===== src/rtl/eth_idelay_pkg.sv =====
// +----------------------------------------------------------------------------+
// | eth_idelay_pkg: shared types for the RGMII IDELAYE2 tap loader.            |
// | Revision: 1.0                                                              |
// +----------------------------------------------------------------------------+
`default_nettype none

package eth_idelay_pkg;

    localparam int idelay_tap_width_gp = 5;

    typedef enum logic [2:0] {
        WAIT_RDY = 3'd0,
        LOAD     = 3'd1,
        SETTLE   = 3'd2,
        VERIFY   = 3'd3,
        IDLE     = 3'd4,
        ERROR    = 3'd5
    } idelay_state_e;

endpackage

`default_nettype wire


===== src/rtl/bsg_sync_sync.sv =====
// +----------------------------------------------------------------------------+
// | bsg_sync_sync: two-flop synchronizer into the oclk domain.                 |
// | Revision: 1.0                                                              |
// +----------------------------------------------------------------------------+
`default_nettype none

module bsg_sync_sync #(
    parameter int width_p = 1
) (
    input  logic               oclk_i,
    input  logic               oclk_reset_i,
    input  logic [width_p-1:0] iclk_data_i,
    output logic [width_p-1:0] oclk_data_o
);

    logic [width_p-1:0] r_meta;
    logic [width_p-1:0] r_sync;

    always_ff @(posedge oclk_i or posedge oclk_reset_i) begin
        if (oclk_reset_i) begin
            r_meta <= '0;
            r_sync <= '0;
        end else begin
            r_meta <= iclk_data_i;
            r_sync <= r_meta;
        end
    end

    assign oclk_data_o = r_sync;

endmodule

`default_nettype wire


===== src/rtl/rgmii_idelay_tap_loader.sv =====
// +----------------------------------------------------------------------------+
// | rgmii_idelay_tap_loader: loads and verifies IDELAYE2 taps on all RGMII RX  |
// | lanes once IDELAYCTRL RDY is stable, then accepts retune requests.         |
// | Revision: 1.0                                                              |
// +----------------------------------------------------------------------------+
`default_nettype none

module rgmii_idelay_tap_loader
    import eth_idelay_pkg::*;
#(
    parameter int                     lanes_p         = 5,
    parameter int                     tap_width_p     = idelay_tap_width_gp,
    parameter logic [tap_width_p-1:0] init_tap_p      = '0,
    parameter int                     rdy_stable_p    = 16,
    parameter int                     settle_cycles_p = 4,
    parameter int                     max_retries_p   = 3
) (
    input  logic                           clk_i,
    input  logic                           reset_r_i,
    input  logic                           idelay_rdy_i,
    input  logic [tap_width_p-1:0]         tap_i,
    input  logic                           tap_v_i,
    output logic                           tap_ready_o,
    output logic                           idelay_ld_o,
    output logic [tap_width_p-1:0]         idelay_cntvaluein_o,
    input  logic [lanes_p*tap_width_p-1:0] idelay_cntvalueout_i,
    output logic [tap_width_p-1:0]         tap_r_o,
    output logic                           ready_o,
    output logic                           error_o
);

    localparam int c_stable_w = $clog2(rdy_stable_p + 1);
    localparam int c_settle_w = $clog2(settle_cycles_p + 1);
    localparam int c_retry_w  = $clog2(max_retries_p + 1);

    localparam logic [c_stable_w-1:0] c_stable_max  = c_stable_w'(rdy_stable_p);
    localparam logic [c_stable_w-1:0] c_stable_last = c_stable_w'(rdy_stable_p - 1);
    localparam logic [c_settle_w-1:0] c_settle_max  = c_settle_w'(settle_cycles_p);
    localparam logic [c_settle_w-1:0] c_settle_last = c_settle_w'(settle_cycles_p - 1);
    localparam logic [c_retry_w-1:0]  c_retry_max   = c_retry_w'(max_retries_p);

    idelay_state_e          r_state;
    idelay_state_e          w_state_next;
    logic [tap_width_p-1:0] r_tap;
    logic [c_stable_w-1:0]  r_stable_cnt;
    logic [c_settle_w-1:0]  r_settle_cnt;
    logic [c_retry_w-1:0]   r_retry_cnt;
    logic                   w_rdy_s;
    logic                   w_accept;
    logic [lanes_p-1:0]     w_lane_ok;
    logic                   w_all_ok;

    bsg_sync_sync #(
        .width_p (1)
    ) u_rdy_sync (
        .oclk_i       (clk_i),
        .oclk_reset_i (reset_r_i),
        .iclk_data_i  (idelay_rdy_i),
        .oclk_data_o  (w_rdy_s)
    );

    for (genvar k = 0; k < lanes_p; k++) begin : g_lane
        assign w_lane_ok[k] = (idelay_cntvalueout_i[k*tap_width_p +: tap_width_p] == r_tap);
    end
    assign w_all_ok = &w_lane_ok;

    assign tap_ready_o         = ((r_state == IDLE) || (r_state == ERROR)) && w_rdy_s;
    assign w_accept            = tap_v_i && tap_ready_o;
    assign idelay_ld_o         = (r_state == LOAD);
    assign idelay_cntvaluein_o = r_tap;
    assign tap_r_o             = r_tap;
    assign ready_o             = (r_state == IDLE);
    assign error_o             = (r_state == ERROR);

    always_ff @(posedge clk_i or posedge reset_r_i) begin
        if (reset_r_i) begin
            r_state      <= WAIT_RDY;
            r_tap        <= init_tap_p;
            r_stable_cnt <= '0;
            r_settle_cnt <= '0;
            r_retry_cnt  <= '0;
        end else begin
            r_state <= w_state_next;
            if (w_accept) begin
                r_tap <= tap_i;
            end
            // Both counters saturate so oversized parameters can never wrap.
            if ((r_state == WAIT_RDY) && w_rdy_s) begin
                if (r_stable_cnt != c_stable_max) begin
                    r_stable_cnt <= r_stable_cnt + c_stable_w'(1);
                end
            end else begin
                r_stable_cnt <= '0;
            end
            if (r_state == SETTLE) begin
                if (r_settle_cnt != c_settle_max) begin
                    r_settle_cnt <= r_settle_cnt + c_settle_w'(1);
                end
            end else begin
                r_settle_cnt <= '0;
            end
            if (w_accept || !w_rdy_s || ((r_state == VERIFY) && w_all_ok)) begin
                r_retry_cnt <= '0;
            end else if ((r_state == VERIFY) && (r_retry_cnt < c_retry_max)) begin
                r_retry_cnt <= r_retry_cnt + c_retry_w'(1);
            end
        end
    end

    always_comb begin
        w_state_next = r_state;
        case (r_state)
            WAIT_RDY: if (w_rdy_s && (r_stable_cnt >= c_stable_last)) w_state_next = LOAD;
            LOAD:     w_state_next = SETTLE;
            SETTLE:   if (r_settle_cnt >= c_settle_last) w_state_next = VERIFY;
            VERIFY: begin
                if (w_all_ok) begin
                    w_state_next = IDLE;
                end else if (r_retry_cnt < c_retry_max) begin
                    w_state_next = LOAD;
                end else begin
                    w_state_next = ERROR;
                end
            end
            IDLE, ERROR: if (w_accept) w_state_next = LOAD;
            default:  w_state_next = WAIT_RDY;
        endcase
        // Losing RDY overrides everything; the tap is kept for the reload.
        if (!w_rdy_s) begin
            w_state_next = WAIT_RDY;
        end
    end

endmodule

`default_nettype wire


===== config.mk =====
export PLATFORM = sky130hd
export DESIGN_NAME = rgmii_idelay_tap_loader
export DESIGN_NICKNAME = d
export VERILOG_FILES = /design/src/rtl/eth_idelay_pkg.sv /design/src/rtl/bsg_sync_sync.sv /design/src/rtl/rgmii_idelay_tap_loader.sv
export SDC_FILE = /design/constraint.sdc
export NUM_CORES = 1
export LEC_CHECK = 0
export CAP_MARGIN = 5
export CORE_AREA = 2 2 57 59
export CTS_CLUSTER_DIAMETER = 40
export DETAILED_ROUTE_END_ITERATION = 16
export DIE_AREA = 0 0 59 61
export GPL_ROUTABILITY_DRIVEN = 1
export HOLD_SLACK_MARGIN = 0.03
export PLACE_DENSITY = 0.78
export SYNTH_ARGS = -nofsm -noshare
export SYNTH_HDL_FRONTEND = slang
export SYNTH_HIERARCHICAL = 1
export SYNTH_SLANG_ARGS = --single-unit

===== constraint.sdc =====
create_clock -name clk_i -period 2.16 [get_ports clk_i]
set_input_delay 0.216 -clock clk_i [delete_from_list [all_inputs] [get_ports clk_i]]
set_output_delay 0.216 -clock clk_i [all_outputs]
set_load 0.1 [all_outputs]

# After elaboration in Yosys (flattened, before gate mapping)
# Cells that the tools add are included.
# totals
ff_bits,20
latchBits,0
ramBits,0
romBits,0
in_bits,34
out_inout_bits,14
wordCells,58
mem_count,0
# op_classes
n_addsub,3
n_mul,0
div,0
magnitude_cmp,3
eq_ne,17
shift,0
n_mux,13
n_bitwise,0
reduce_logical,15
# ops
operator,count
== test 5 bit,5
two-way mux 3 bit,8
case mux 3 bit (5 select lines),1
"!= test 3 bit, second input constant",4
two-way mux 5 bit,2
"== test 3 x 2 -> 1 bit, second input constant",2
"== test 3 bit, second input constant",2
logical AND 1 bit,6
"adder 5 x 1 -> 5 bit, second input constant",1
"greater-or-equal comparator 5 x 4 -> 1 bit, second input constant",1
"!= test 5 bit, second input constant",1
AND reduction 5 bit,1
two-way mux 2 bit,2
"!= test 2 x 1 -> 1 bit, second input constant",2
"adder 3 x 1 -> 3 bit, second input constant",1
"== test 3 x 1 -> 1 bit, second input constant",1
"greater-or-equal comparator 3 x 2 -> 1 bit, second input constant",1
logical NOT 3 bit,1
logical OR 1 bit,3
AND reduction 3 bit,1
"adder 2 x 1 -> 2 bit, second input constant",1
"less-than comparator 2 bit, second input constant",1
nonzero test 2 bit,1
OR reduction 2 bit,1
logical NOT 1 bit,1

# Longest topological paths before layout
# depth
ltp_word,7
mapped_depth,7
ltp_nobuf,7

# Modules after synthesis
# The synthesis kept the hierarchy.
# modules_own_cells
mod,instances,cells_per_inst,area_each_um2
rgmii_idelay_tap_loader,1,127,1167.4
bsg_sync_sync,1,3,53.8

# Least setup slack after synthesis
# Ideal clock, no wire load.
# synth_path
path_kind,reg2out
from,register r_state[0]
to,output idelay_ld_o
arrival_time_ns,2.782
path_slack_ns,-0.838
stages_incl_launch_ff,3
n_path_buf,1
path_cell_list,dfrtp_1 -> clkbuf_1 -> nor3b_1
# synth_via
elab_chain_cells,1
# synth_lines
item,line_no,text
from (decl),rgmii_idelay_tap_loader.sv:42,idelay_state_e r_state;
from (signal assigned),rgmii_idelay_tap_loader.sv:83,r_state <= w_state_next;
== test 3 x 1 -> 1 bit,rgmii_idelay_tap_loader.sv:69,assign idelay_ld_o = (r_state == LOAD);
to (decl),rgmii_idelay_tap_loader.sv:24,"output logic idelay_ld_o,"
# Every way passes these cells.

# Final worst setup path
# layout_path
from,"register r_tap[0], in the netlist idelay_cntvaluein_o[0]"
to,register r_state[0]
# layout_via
elab_chain_cells,5
elab_cells_between_ends,9
# layout_lines
item,line_no,text
from (decl),rgmii_idelay_tap_loader.sv:44,logic [tap_width_p-1:0] r_tap;
from (signal assigned),rgmii_idelay_tap_loader.sv:78,r_tap <= init_tap_p;
from (signal assigned),rgmii_idelay_tap_loader.sv:85,r_tap <= tap_i;
== test 5 bit,rgmii_idelay_tap_loader.sv:63,assign w_lane_ok[k] = (idelay_cntvalueout_i[k*tap_width_p +: tap_width_p] == r_tap);
AND reduction 5 bit *,rgmii_idelay_tap_loader.sv:65,assign w_all_ok = &w_lane_ok;
two-way mux 3 bit *,rgmii_idelay_tap_loader.sv:117,if (w_all_ok) begin
case mux 3 bit (5 select lines) *,rgmii_idelay_tap_loader.sv:112,case (r_state)
two-way mux 3 bit *,rgmii_idelay_tap_loader.sv:129,if (!w_rdy_s) begin
# Every way passes the cells marked *; elsewhere a longest branch is shown, timed or not.
# A chain may end at the register's enable or synchronous reset.

==> impl_metrics.json <==
{
  "synthArstFlopShare_pct": 100,
  "r2r-end": "r_state[0]",
  "max_freq_mhz": 551,
  "drive_gt1_share_pct": 17.1,
  "clk_latency_ps": 310,
  "worstMarginPinSlew_ps": 663,
  "synth_cell_types": 36,
  "power_frac_clock_pct": 38.4,
  "first_pass_iters": 4,
  "ir_drop_mv": 0.222,
  "finalCriticalPeriod_ps": 1820,
  "nets": 217,
  "synth_top_area_share_pct": 41.0,
  "setup_viol": 0,
  "power_density_nw_per_um2": 450,
  "grt_setup_unrepaired": "no",
  "num_rows": 20,
  "whs_ps": 61.3,
  "dpl.hpwl_um": 2210,
  "post-cts-setup-buffers": 0,
  "hp-class": "in2async",
  "clk_path_buf_depth": 2,
  "synthesis.nets": 171,
  "start_util_pct": 41.4,
  "post_drt_via_cell_ratio": 5.37,
  "switchingPower_mw": 0.157,
  "ff2ff_setup_slack_ps": 340,
  "pin_count": 48,
  "sequentialPowerShare_pct": 48.9,
  "synth_enable_flop_cells": 0,
  "max_stage_delay_ps": 520,
  "synthTopCellsByArea": "dfrtp_1, ha_1, mux2_2",
  "maxSlewViolCount": 0,
  "syn_inst": 130,
  "port_buffers": 47,
  "vias": 1116,
  "cp-start-kind": "register",
  "synth.most_common_cell": "dfrtp_1",
  "leakagePower_nw": 0.779,
  "clk_pin_slew_worst_paths_ps": 120,
  "post-route-period-util_pct": 84.1,
  "skew_ps": 8.57,
  "yosysWarningCount": 6,
  "core_um2": 2950,
  "critPathRequiredTime_ps": 2350,
  "wirelength_um": 2760,
  "dp_cells": 204,
  "cp_top_family": "simple AND/OR/NAND/NOR gates",
  "crit_chain": "or4_1 -> a221o_1 -> nor2_1 -> o221ai_1",
  "postCtsResizedCells": 0,
  "detail-route-antenna-nets": 0,
  "synthTopCellsByCount": "dfrtp_1, nor2_1, inv_1",
  "synth_top_flop_cell": "dfrtp_1",
  "stdcell_count": 208,
  "swShare_pct": 19.8,
  "globalplace.congestion": 0.748,
  "first_iter_violations": 46,
  "layout_setup_ws_ps": 344,
  "synth_top_area_cell": "dfrtp_1",
  "synth_area_um2": 1220,
  "p_int_mw": 0.635,
  "hold_viol": 0,
  "cts_tree": "built",
  "cp.arrival_ps": 2010,
  "diodes": 0,
  "die_area_um2": 3600,
  "power_frac_comb_pct": 12.7,
  "tns_ps": 0,
  "max-slew-margin-rel_pct": 55.7,
  "crit_type": "reg2reg",
  "crit_buf_inv": 0,
  "cts_buffers": 3,
  "crit_fanout": 7,
  "ys_seq_elements": 20,
  "route.detailed.drc": 0,
  "crit_path_top_delay_cell": "or4_1",
  "grt_overflow_total": 0,
  "htree_levels": 1,
  "r2r_start": "idelay_cntvaluein_o[0]",
  "grt_pass1_wl_um": 4400,
  "antenna_found_initial": 0,
  "area_growth_pct": 44.1,
  "worstSetupEndpointType": "register",
  "ys_seq_area_share_pct": 41.0,
  "grt_pass1_vias": 1111,
  "post-place-ws_ps": 158,
  "fp.dieW_um": 59,
  "reg2regPathDepth": 4,
  "cts_root_buf": "clkbuf_4",
  "maxCapViolations": 0,
  "grt_usage_pct": 15.9,
  "ctsHoldBuffers": 0,
  "cts.sinks": 20,
  "outcome": "completed",
  "grt_max_degree": 19,
  "avgRoutedWirePerCell_um": 13.3,
  "avgSynthCellArea_um2": 9.39,
  "die_h_um": 61
}
-- routing by layer --
layer / share of wire, % / GRT usage [%] / vias to the layer above
li1: - / - / 544
met1: 40 / 17.6 / 522
met2: 49 / 30.5 / 46
met3: 9.9 / 3.41 / 4
met4: 0.91 / 4.87 / 0
met5: 0 / 0 / -
-- placed cells by master, fill, tap and decap left out, types with 2 or more instances in the layout --
cell type / count
xnor2_1: 6
buf_4: 12
nor4_1: 2
mux2_2: 5
and2_1: 2
nand2_1: 10
inv_1: 11
nand3_1: 4
or4_1: 5
nor3_1: 3
o21ai_0: 2
clkdlybuf4s50_1: 33
clkbuf_4: 3
nor2_1: 14
nand4_1: 5
ha_1: 7
buf_12: 3
a21oi_1: 5
mux2i_1: 3
dfrtp_1: 19
-- cell type report --
cell class                      count  area, um2
Inverter                           11       41.3
Timing Repair Buffer               48        480
Clock inverter                      1       30.0
Clock buffer                        3       22.5
Fill cell                         250       1190
Tap cell                           33       41.3
Multi-Input combinational cell     92        642
Sequential cell                    20        502
-- sequential cells by signal, summed over array words and instances (netlist names) --
signal and cells:
idelay_cntvaluein_o 5, r_stable_cnt 5, r_settle_cnt 3, r_state 3
r_retry_cnt 2, u_rdy_sync/oclk_data_o 1, u_rdy_sync/r_meta 1
-- power groups by stage --
stage	Clock [mW]	Sequential, mW	Combinational [mW]
floorplan	0	0.393	0.0287
global placement	0	0.394	0.0969
detailed placement	0	0.394	0.101
CTS	0.311	0.387	0.102
global route	0.326	0.389	0.109
finish	0.304	0.387	0.100
-- worst reg2reg max path, delay by kind of cell (launching register included) --
kind	cells	cell delay, ps
AND/OR/NAND/NOR	2	700
AO/OA/AOI/OAI	2	540
flip-flops	1	460
-- worst max path at each step --
stage                                        from         end  slack, ps  cells after the start
after floorplan            idelay_cntvaluein_o[1]  r_state[0]         70                      5
after global routing       idelay_cntvaluein_o[4]  r_state[0]        260                      5
after CTS                  idelay_cntvaluein_o[0]  r_state[0]        350                      4
final                      idelay_cntvaluein_o[0]  r_state[0]        340                      4
after global placement    idelay_cntvalueout_i[4]  r_state[0]        220                      6
after detailed placement  idelay_cntvalueout_i[4]  r_state[0]        160                      6
-- logic make-up after synthesis --
logic type,synth area share [%]
buffers and inverters,7.07
xor gates and xnor gates,4.30
DFF,41.0
adders and majority gates,7.17
and+or+nand+nor,24.5
muxes,7.07
AOI/OAI and AO/OA,8.91
-- per-stage QoR --
step	power [mW]	utilization (%)	instance area (um2)
global route	0.824	59.6	1760
floorplan	0.421	-	1230
CTS	0.799	59.6	1760
detailed placement	0.495	57.8	1710
global placement	0.491	57.8	1710
finish	0.792	59.6	1760
(Power assumes the default switching activity.)
